==> config.mk <==
export PLATFORM = sky130hd
export DESIGN_NAME = instr_fetch_unit
export DESIGN_NICKNAME = d
export VERILOG_FILES = /design/src/rtl/instr_fetch_unit.sv
export SDC_FILE = /design/constraint.sdc
export NUM_CORES = 1
export LEC_CHECK = 0
export CORE_ASPECT_RATIO = 1.75
export CORE_MARGIN = 1.5
export CORE_UTILIZATION = 35
export DETAILED_ROUTE_END_ITERATION = 10
export PLACE_DENSITY = 0.71
export SLEW_MARGIN = 15
export SYNTH_ARGS = -nofsm -noshare
export SYNTH_HDL_FRONTEND = slang
export SYNTH_SLANG_ARGS = --single-unit
==> constraint.sdc <==
create_clock -name clk -period 4 [get_ports clk]
set_clock_uncertainty 0.05 [all_clocks]
set_input_delay 0.4 -clock clk [delete_from_list [all_inputs] [get_ports clk]]
set_output_delay 0.4 -clock clk [all_outputs]
set_load 0.01 [all_outputs]
==> src/rtl/instr_fetch_unit.sv <==
// Instruction fetch stage: owns the PC, issues word fetches over a valid/ready
// request channel, buffers in-order responses and presents one instruction at a
// time to decode/control. Redirects restart fetch and discard stale responses.
module instr_fetch_unit #(
    parameter int unsigned     XLEN       = 32,
    parameter logic [XLEN-1:0] RESET_PC   = '0,
    parameter int unsigned     FIFO_DEPTH = 2
) (
    input  logic            clk,
    input  logic            rst,
    output logic            imem_req_valid,
    input  logic            imem_req_ready,
    output logic [XLEN-1:0] imem_req_addr,
    input  logic            imem_rsp_valid,
    input  logic [31:0]     imem_rsp_data,
    input  logic            redirect_valid,
    input  logic [XLEN-1:0] redirect_pc,
    output logic            inst_valid,
    input  logic            inst_ready,
    output logic [31:0]     inst_data,
    output logic [XLEN-1:0] inst_pc,
    output logic [6:0]      opcode
);

    localparam int unsigned     PTR_W     = (FIFO_DEPTH > 1) ? $clog2(FIFO_DEPTH) : 1;
    localparam int unsigned     CNT_W     = $clog2(FIFO_DEPTH + 1);
    localparam logic [CNT_W:0]  DEPTH_LIM = (CNT_W + 1)'(FIFO_DEPTH);
    localparam logic [CNT_W-1:0] DEPTH_CNT = CNT_W'(FIFO_DEPTH);
    localparam logic [31:0]     NOP       = 32'h0000_0013;

    logic [XLEN-1:0]  pc_q;
    logic [XLEN-1:0]  rsp_pc_q;
    logic [CNT_W-1:0] out_q;
    logic [CNT_W-1:0] drop_q;
    logic [CNT_W-1:0] count_q;
    logic [PTR_W-1:0] rd_ptr_q;
    logic [PTR_W-1:0] wr_ptr_q;

    logic [XLEN-1:0]  pc_mem   [FIFO_DEPTH];
    logic [31:0]      data_mem [FIFO_DEPTH];

    logic             pop;
    logic             push;
    logic             req_fire;
    logic             rsp_drop;
    logic [CNT_W:0]   occupancy;
    logic [XLEN-1:0]  redirect_target;

    // Present the FIFO head, or a NOP at PC 0 when nothing is buffered.
    always_comb begin
        inst_valid = (count_q != '0);
        inst_data  = NOP;
        inst_pc    = '0;
        if (inst_valid) begin
            inst_data = data_mem[rd_ptr_q];
            inst_pc   = pc_mem[rd_ptr_q];
        end
        opcode = inst_data[6:0];
    end

    // Request gating and response steering. Outstanding plus buffered entries
    // (net of this cycle's pop) must leave room for the new fetch's response.
    always_comb begin
        pop             = inst_valid && inst_ready;
        occupancy       = {1'b0, out_q} + {1'b0, count_q} - {{CNT_W{1'b0}}, pop};
        imem_req_valid  = !rst && !redirect_valid && (occupancy < DEPTH_LIM);
        imem_req_addr   = pc_q;
        req_fire        = imem_req_valid && imem_req_ready;
        rsp_drop        = (drop_q != '0);
        push            = imem_rsp_valid && !rsp_drop && !redirect_valid;
        redirect_target = redirect_pc & ~XLEN'(3);
    end

    // PC, in-flight bookkeeping and FIFO pointers; redirect flushes everything
    // and marks all still-outstanding responses (minus one arriving now) for drop.
    always_ff @(posedge clk or posedge rst) begin
        if (rst) begin
            pc_q     <= RESET_PC;
            rsp_pc_q <= RESET_PC;
            out_q    <= '0;
            drop_q   <= '0;
            count_q  <= '0;
            rd_ptr_q <= '0;
            wr_ptr_q <= '0;
        end else begin
            out_q <= out_q + CNT_W'(req_fire) - CNT_W'(imem_rsp_valid);
            if (redirect_valid) begin
                pc_q     <= redirect_target;
                rsp_pc_q <= redirect_target;
                drop_q   <= out_q - CNT_W'(imem_rsp_valid);
                count_q  <= '0;
                rd_ptr_q <= '0;
                wr_ptr_q <= '0;
            end else begin
                if (req_fire) begin
                    pc_q <= pc_q + XLEN'(4);
                end
                if (imem_rsp_valid && rsp_drop) begin
                    drop_q <= drop_q - CNT_W'(1);
                end
                if (push) begin
                    rsp_pc_q <= rsp_pc_q + XLEN'(4);
                    wr_ptr_q <= wr_ptr_q + PTR_W'(1);
                end
                if (pop) begin
                    rd_ptr_q <= rd_ptr_q + PTR_W'(1);
                end
                count_q <= count_q + CNT_W'(push) - CNT_W'(pop);
            end
        end
    end

    // Instruction buffer storage; contents only matter while count_q covers them.
    always_ff @(posedge clk) begin
        if (push) begin
            pc_mem[wr_ptr_q]   <= rsp_pc_q;
            data_mem[wr_ptr_q] <= imem_rsp_data;
        end
    end

    a_no_overflow: assert property (@(posedge clk) disable iff (rst)
        !(push && (count_q == DEPTH_CNT)));

endmodule

=== Yosys cells after proc, flatten, opt, wreduce, memory -nomap -nowiden ===
Memory sizes are Yosys's and may differ from the RTL's.
Cells that the tools add are included.

* Register bits after elaboration: 72
* Memory bits (writable): 128
* Bits of input ports: 70
* Output and inout bits: 105
* Memories: 2

{| class="wikitable"
|+ Memories
! memory !! depth !! width !! rd ports !! clocked after memory_dff !! write ports !! RTL line !! source
|-
| data_mem || 2 || 32 || 1 || 0 || 1 || 40 || <nowiki>logic [31:0] data_mem [FIFO_DEPTH];</nowiki>
|-
| pc_mem || 2 || 32 || 1 || 0 || 1 || 39 || <nowiki>logic [XLEN-1:0] pc_mem [FIFO_DEPTH];</nowiki>
|}

* $add $sub $neg: 12
* Order comparisons: 1
* Muxes and demuxes: 15
* Reduce and logical (&&, ||, !) cells: 16

{| class="wikitable"
|+ Operators by type and width
! operator !! number
|-
| $mux W32 || 6
|-
| $add A32 B3 Y32 const B || 2
|-
| $reduce_bool A2 Y1 || 6
|-
| $logic_and A1 B1 Y1 || 7
|-
| $mux W1 || 6
|-
| $mux W2 || 3
|-
| $sub A2 B1 Y2 || 3
|-
| $add A2 B1 Y2 || 2
|-
| $add A2 B2 Y3 || 1
|-
| $logic_not A1 Y1 || 3
|-
| $lt A3 B2 Y1 const B || 1
|-
| $sub A3 B1 Y3 || 1
|-
| $add A1 B1 Y1 const B || 2
|-
| $sub A2 B1 Y2 const B || 1
|}

=== Logic depth before layout (Yosys ltp) ===
* Word-level depth: 8
* Mapped depth: 13

=== Least setup slack after synthesis ===
OpenSTA, ideal clock, no wires.

* Kind: input port to flip-flop
* From: input port redirect_valid
* To: memory data_mem[0][0] (enable)
* Data arrival time: 3.573 ns
* Slack: -0.105 ns
* Cell stages on the path: 4
* Cell sequence: clkinv_1 -> clkbuf_1 -> nand3_1 -> nor2_1

* Word-level cells in the longest chain between the ends: 4

{| class="wikitable"
|+ Ends and longest elaborated chain
! what !! RTL line !! source
|-
| start: declaration || 16 || <nowiki>input logic redirect_valid,</nowiki>
|-
| $logic_not A1 Y1 || 70 || <nowiki>push = imem_rsp_valid && !rsp_drop && !redirect_valid;</nowiki>
|-
| $logic_and A1 B1 Y1 || 70 ||
|-
| $mux W1 || 115 || <nowiki>if (push) begin</nowiki>
|-
| $mux W1 (implied by the code) || 117 || <nowiki>data_mem[wr_ptr_q] <= imem_rsp_data;</nowiki>
|-
| end: declaration || 40 ||
|}

No other way between the ends.

=== Final worst setup path ===
* From: register count_q[1]
* To: output port imem_req_valid

* Word-level cells in the longest chain between the ends: 5
* Elaborated cells between the ends (all ways): 6

{| class="wikitable"
|+ Ends and longest elaborated chain
! what !! RTL line !! source
|-
| start: declaration || 35 || <nowiki>logic [CNT_W-1:0] count_q;</nowiki>
|-
| start signal: assignment || 108 || <nowiki>count_q <= count_q + CNT_W'(push) - CNT_W'(pop);</nowiki>
|-
| branches (longest 2 deep; another with $add A2 B2 Y3) || n/a ||
|-
| $sub A3 B1 Y3 (*) || 65 || <nowiki>occupancy = {1'b0, out_q} + {1'b0, count_q} - {{CNT_W{1'b0}}, pop};</nowiki>
|-
| $lt A3 B2 Y1 (*) || 66 || <nowiki>imem_req_valid = !rst && !redirect_valid && (occupancy < DEPTH_LIM);</nowiki>
|-
| $logic_and A1 B1 Y1 (*) || 66 ||
|-
| end: declaration || 11 || <nowiki>output logic imem_req_valid,</nowiki>
|}

Every way passes the cells marked *.

==> summary.log <==
qor: floorplanning.die_height 215 um
qor: floorplanning.io-pin-count 175
qor: synth.postSynthAreaPerCell 12.3 um^2
qor: clock_network.cts_h_tree_lvls 4
qor: synth.netlist_area 9010 um^2
qor: power_and_ir_drop.cellLeakagePower 3.98 nW
qor: detailed_routing.detailedRoute.firstPassIterationCount 5
qor: power_and_ir_drop.power_density 559 nW/um^2
qor: synth.synthDominantCellAreaShare 41.3%
qor: synth.ys_top_cells_by_count edfxtp_1, nor2_1, dfrtp_1
qor: clock_network.clock_path_buffers 2
qor: worst_setup_path.worstSetupEndpointType output pin
qor: job.drv.max_cap_violation_count 0
qor: cells_and_area.finalCoreUtilization 45.8%
qor: worst_setup_path.regToRegSetupSlack 0.66 ns
qor: worst_setup_path.critical_path.n_buffers_inverters 2
qor: cells_and_area.num_antenna_cells 0
qor: clock_network.post_cts_hold_buffer_count 0
qor: worst_setup_path.cp_max_delay_cell clkdlybuf4s50_1
qor: floorplanning.coreArea 25,300 um^2
qor: clock_network.cts-resized-gates 0
qor: worst_setup_path.critical_path_cell_count 7
qor: clock_network.num_clock_sinks 192
qor: global_routing.antenna_found_initial 0
qor: synth.synth_largest_area_cell edfxtp_1
qor: worst_setup_path.required 3.55 ns
qor: worst_setup_path.r2r_start count_q[1]$_DFF_PP0_
qor: hold_path.timing.hold.worst_path_depth 2
qor: detailed_routing.vias 6,429
qor: worst_setup_path.critical_path.reg2reg.endpoint imem_req_addr[21]$_DFFE_PP0P_
qor: placement.port-buffer-count 168
qor: clock_network.root_driver clkbuf_16
qor: synth.yosysWarningCount 0
qor: synth.ys_ff_latch 192
qor: global_routing.grt.overflow.total 0
qor: global_routing.grt_pass1_wl 35,200 um
qor: worst_setup_path.crit_path_cell_trace inv_1 -> nor3b_1 -> o21ai_0 -> fa_1 -> xnor2_1 -> nor4b_1 -> clkdlybuf4s50_1
qor: worst_setup_path.worst_path_dominant_cell_family buffers and inverters
qor: synth.netlist_top_cells_area edfxtp_1, dfrtp_1, mux2i_1
qor: placement.gp_congestion 0.905
qor: outcome.status finished, final reports clean
qor: cells_and_area.fin_cells 1,218
qor: placement.dp_hpwl 15,700 um
qor: sta.totalNegativeSetupSlack 0 ns
qor: synth.syn_inst 733
qor: sta.worst_slew_pin_slew 1.05 ns
qor: hold_path.hold_path.class input pin to flop
qor: worst_setup_path.critPathMaxFanout 3
qor: global_routing.grt_use_total 16.9%
qor: hold_path.min_from redirect_valid
qor: synth.yosysSeqAreaShare 60.2%
qor: synth.asyncSetResetFlopFracSynth 35.4%
qor: global_routing.first_global_vias 6,523
qor: sta.slew_headroom 29.4%
qor: cells_and_area.layout-area-overhead-vs-synth 28.7%
qor: clock_network.clkLatencyLatePin 0.44 ns
qor: synth.synth.lib_cells_used.distinct 49
qor: sta.setup_viol 0
qor: cells_and_area.layout.nets 969
qor: clock_network.count_of_buffers_added_by_post_cts_timing_repair_for_setup 0
qor: clock_network.cts_inserted_buffers 17
qor: detailed_routing.routed_wire_length_per_instance 18.1 um
qor: worst_setup_path.crit_path_start_kind flop
qor: floorplanning.initial_utilization 35.6%
qor: sta.timing.final.crit_period 3.52 ns
qor: sta.fmax 0.284 GHz
qor: sta.period_share 88.0%
qor: floorplanning.placement_rows 77
qor: global_routing.pin_count_of_the_biggest_net_entering_global_routing 72
qor: clock_network.clock_edge_transition_at_the_registers_on_the_reported_setup_and_hold_paths 0.06 ns
qor: synth.synth.most_common_cell edfxtp_1
qor: floorplanning.die_x 124 um
qor: sta.fin_worst_hold_slack 0.227 ns
qor: detailed_routing.remaining_drc_errors 0
qor: hold_path.hold_path_sink rd_ptr_q$_DFFE_PP0P_
qor: power_and_ir_drop.ir_worst_vdd 0.328 mV
qor: synth.yosys_most_used_dff edfxtp_1
qor: power_and_ir_drop.finalPower 6.49 mW
qor: synth.synth-edff-count 124
qor: placement.number_of_instances_in_the_placed_design 1,186
qor: worst_setup_path.critPathMaxStageDelay 0.62 ns
qor: sta.rsz0062_at_grt no
qor: detailed_routing.viasPerCell 5.28
qor: sta.report.final.hold_viol_count 0
qor: sta.slew_violations 0
qor: floorplanning.die_area 26,800 um^2
qor: worst_setup_path.crit_arrival 3.07 ns
qor: detailed_routing.postRouteAntennaNets 0
qor: detailed_routing.detail_route.wirelength 22,000 um
qor: cells_and_area.layout-drive-gt1-share 7.65%
qor: detailed_routing.first_iter_violations 388
qor: clock_network.clock_tree_from_tritoncts yes
qor: worst_setup_path.timing_worst_setup_path_type flop to output pin
qor: worst_setup_path.worst-r2r-cell-count 9
==> power breakdown <==
| part | internal [mW] | leakage [nW] | total, mW | switching [mW] |
|---|---|---|---|---|
| combinational | 1.16 | 1.80 | 2.29 | 1.13 |
| sequential | 2.33 | 1.92 | 2.57 | 0.242 |
| clock | 0.867 | 0.263 | 1.63 | 0.759 |
==> per-stage QoR <==
| step | setup slack, ns | instance area [um^2] |
|---|---|---|
| floorplan | -0.105 | 9030 |
| global placement | 0.422 | 11000 |
| detailed placement | 0.308 | 11000 |
| CTS | 0.409 | 11600 |
| global route | 0.166 | 11600 |
| finish | 0.479 | 11600 |
==> routing by layer <==
| metal | GRT usage (%) | vias up | routed length, um |
|---|---|---|---|
| met4 | 8.85 | 0 | 928 |
| met2 | 31.2 | 189 | 12100 |
| met5 | 0 | - | 0 |
| met1 | 17.9 | 3107 | 8260 |
| met3 | 3.26 | 55 | 706 |
| li1 | - | 3078 | - |
==> worst max-delay path by stage <==
stage / start / endpoint / slack, ns
3_5_place_dp: inst_ready / imem_req_addr[21]$_DFFE_PP0P_ / 0.31
4_1_cts: count_q[1]$_DFF_PP0_ / imem_req_valid / 0.41
5_1_grt: count_q[1]$_DFF_PP0_ / imem_req_valid / 0.17
2_1_floorplan: redirect_valid / data_mem[0][0]$_DFFE_PP_ / -0.11
6_report: count_q[1]$_DFF_PP0_ / imem_req_valid / 0.48
3_3_place_gp: inst_ready / imem_req_addr[21]$_DFFE_PP0P_ / 0.42
==> cells in the final DEF, fill, tap and decap left out, types with 9 or more instances in the layout <==
master	n
nor2_1	85
ha_1	9
nand2b_1	9
a211oi_1	15
or4_1	13
xor2_1	12
nand2_1	29
mux2_2	13
nor3_1	21
nand4_1	19
nor4_1	14
o21ai_0	10
nor2b_1	10
o31ai_1	11
a31oi_1	12
clkbuf_16	17
buf_4	12
edfxtp_1	124
and4_1	15
nand3_1	21
mux2i_1	66
xnor2_1	15
inv_1	15
dfrtp_1	67
clkdlybuf4s50_1	167
==> sequential cells by signal, indices dropped and copies added, names as in the netlist <==
| name | count |
|---|---|
| imem_req_addr | 30 |
| count_q | 2 |
| drop_q | 2 |
| rd_ptr_q | 1 |
| out_q | 2 |
| wr_ptr_q | 1 |
| pc_mem | 60 |
| data_mem | 64 |
| rsp_pc_q | 30 |
==> kinds of logic after synthesis <==
group | share of synthesized area, %
AO/OA/AOI/OAI | 7.00
flip-flops | 60.2
adder cells (fa/ha/maj) | 1.47
AND/OR/NAND/NOR | 16.4
other | 0.0416
multiplexers | 8.95
buffers and inverters | 3.29
XOR/XNOR | 2.62
==> cell type report <==
cell class | instances | area, um^2
clock buffer | 18 | 429
clock inverter | 14 | 134
fill | 2280 | 13700
inverter | 17 | 63.8
multi-input combinational | 478 | 3330
sequential | 192 | 5430
tap | 316 | 395
timing repair buffer | 183 | 1830
(Power assumes the default switching activity.)
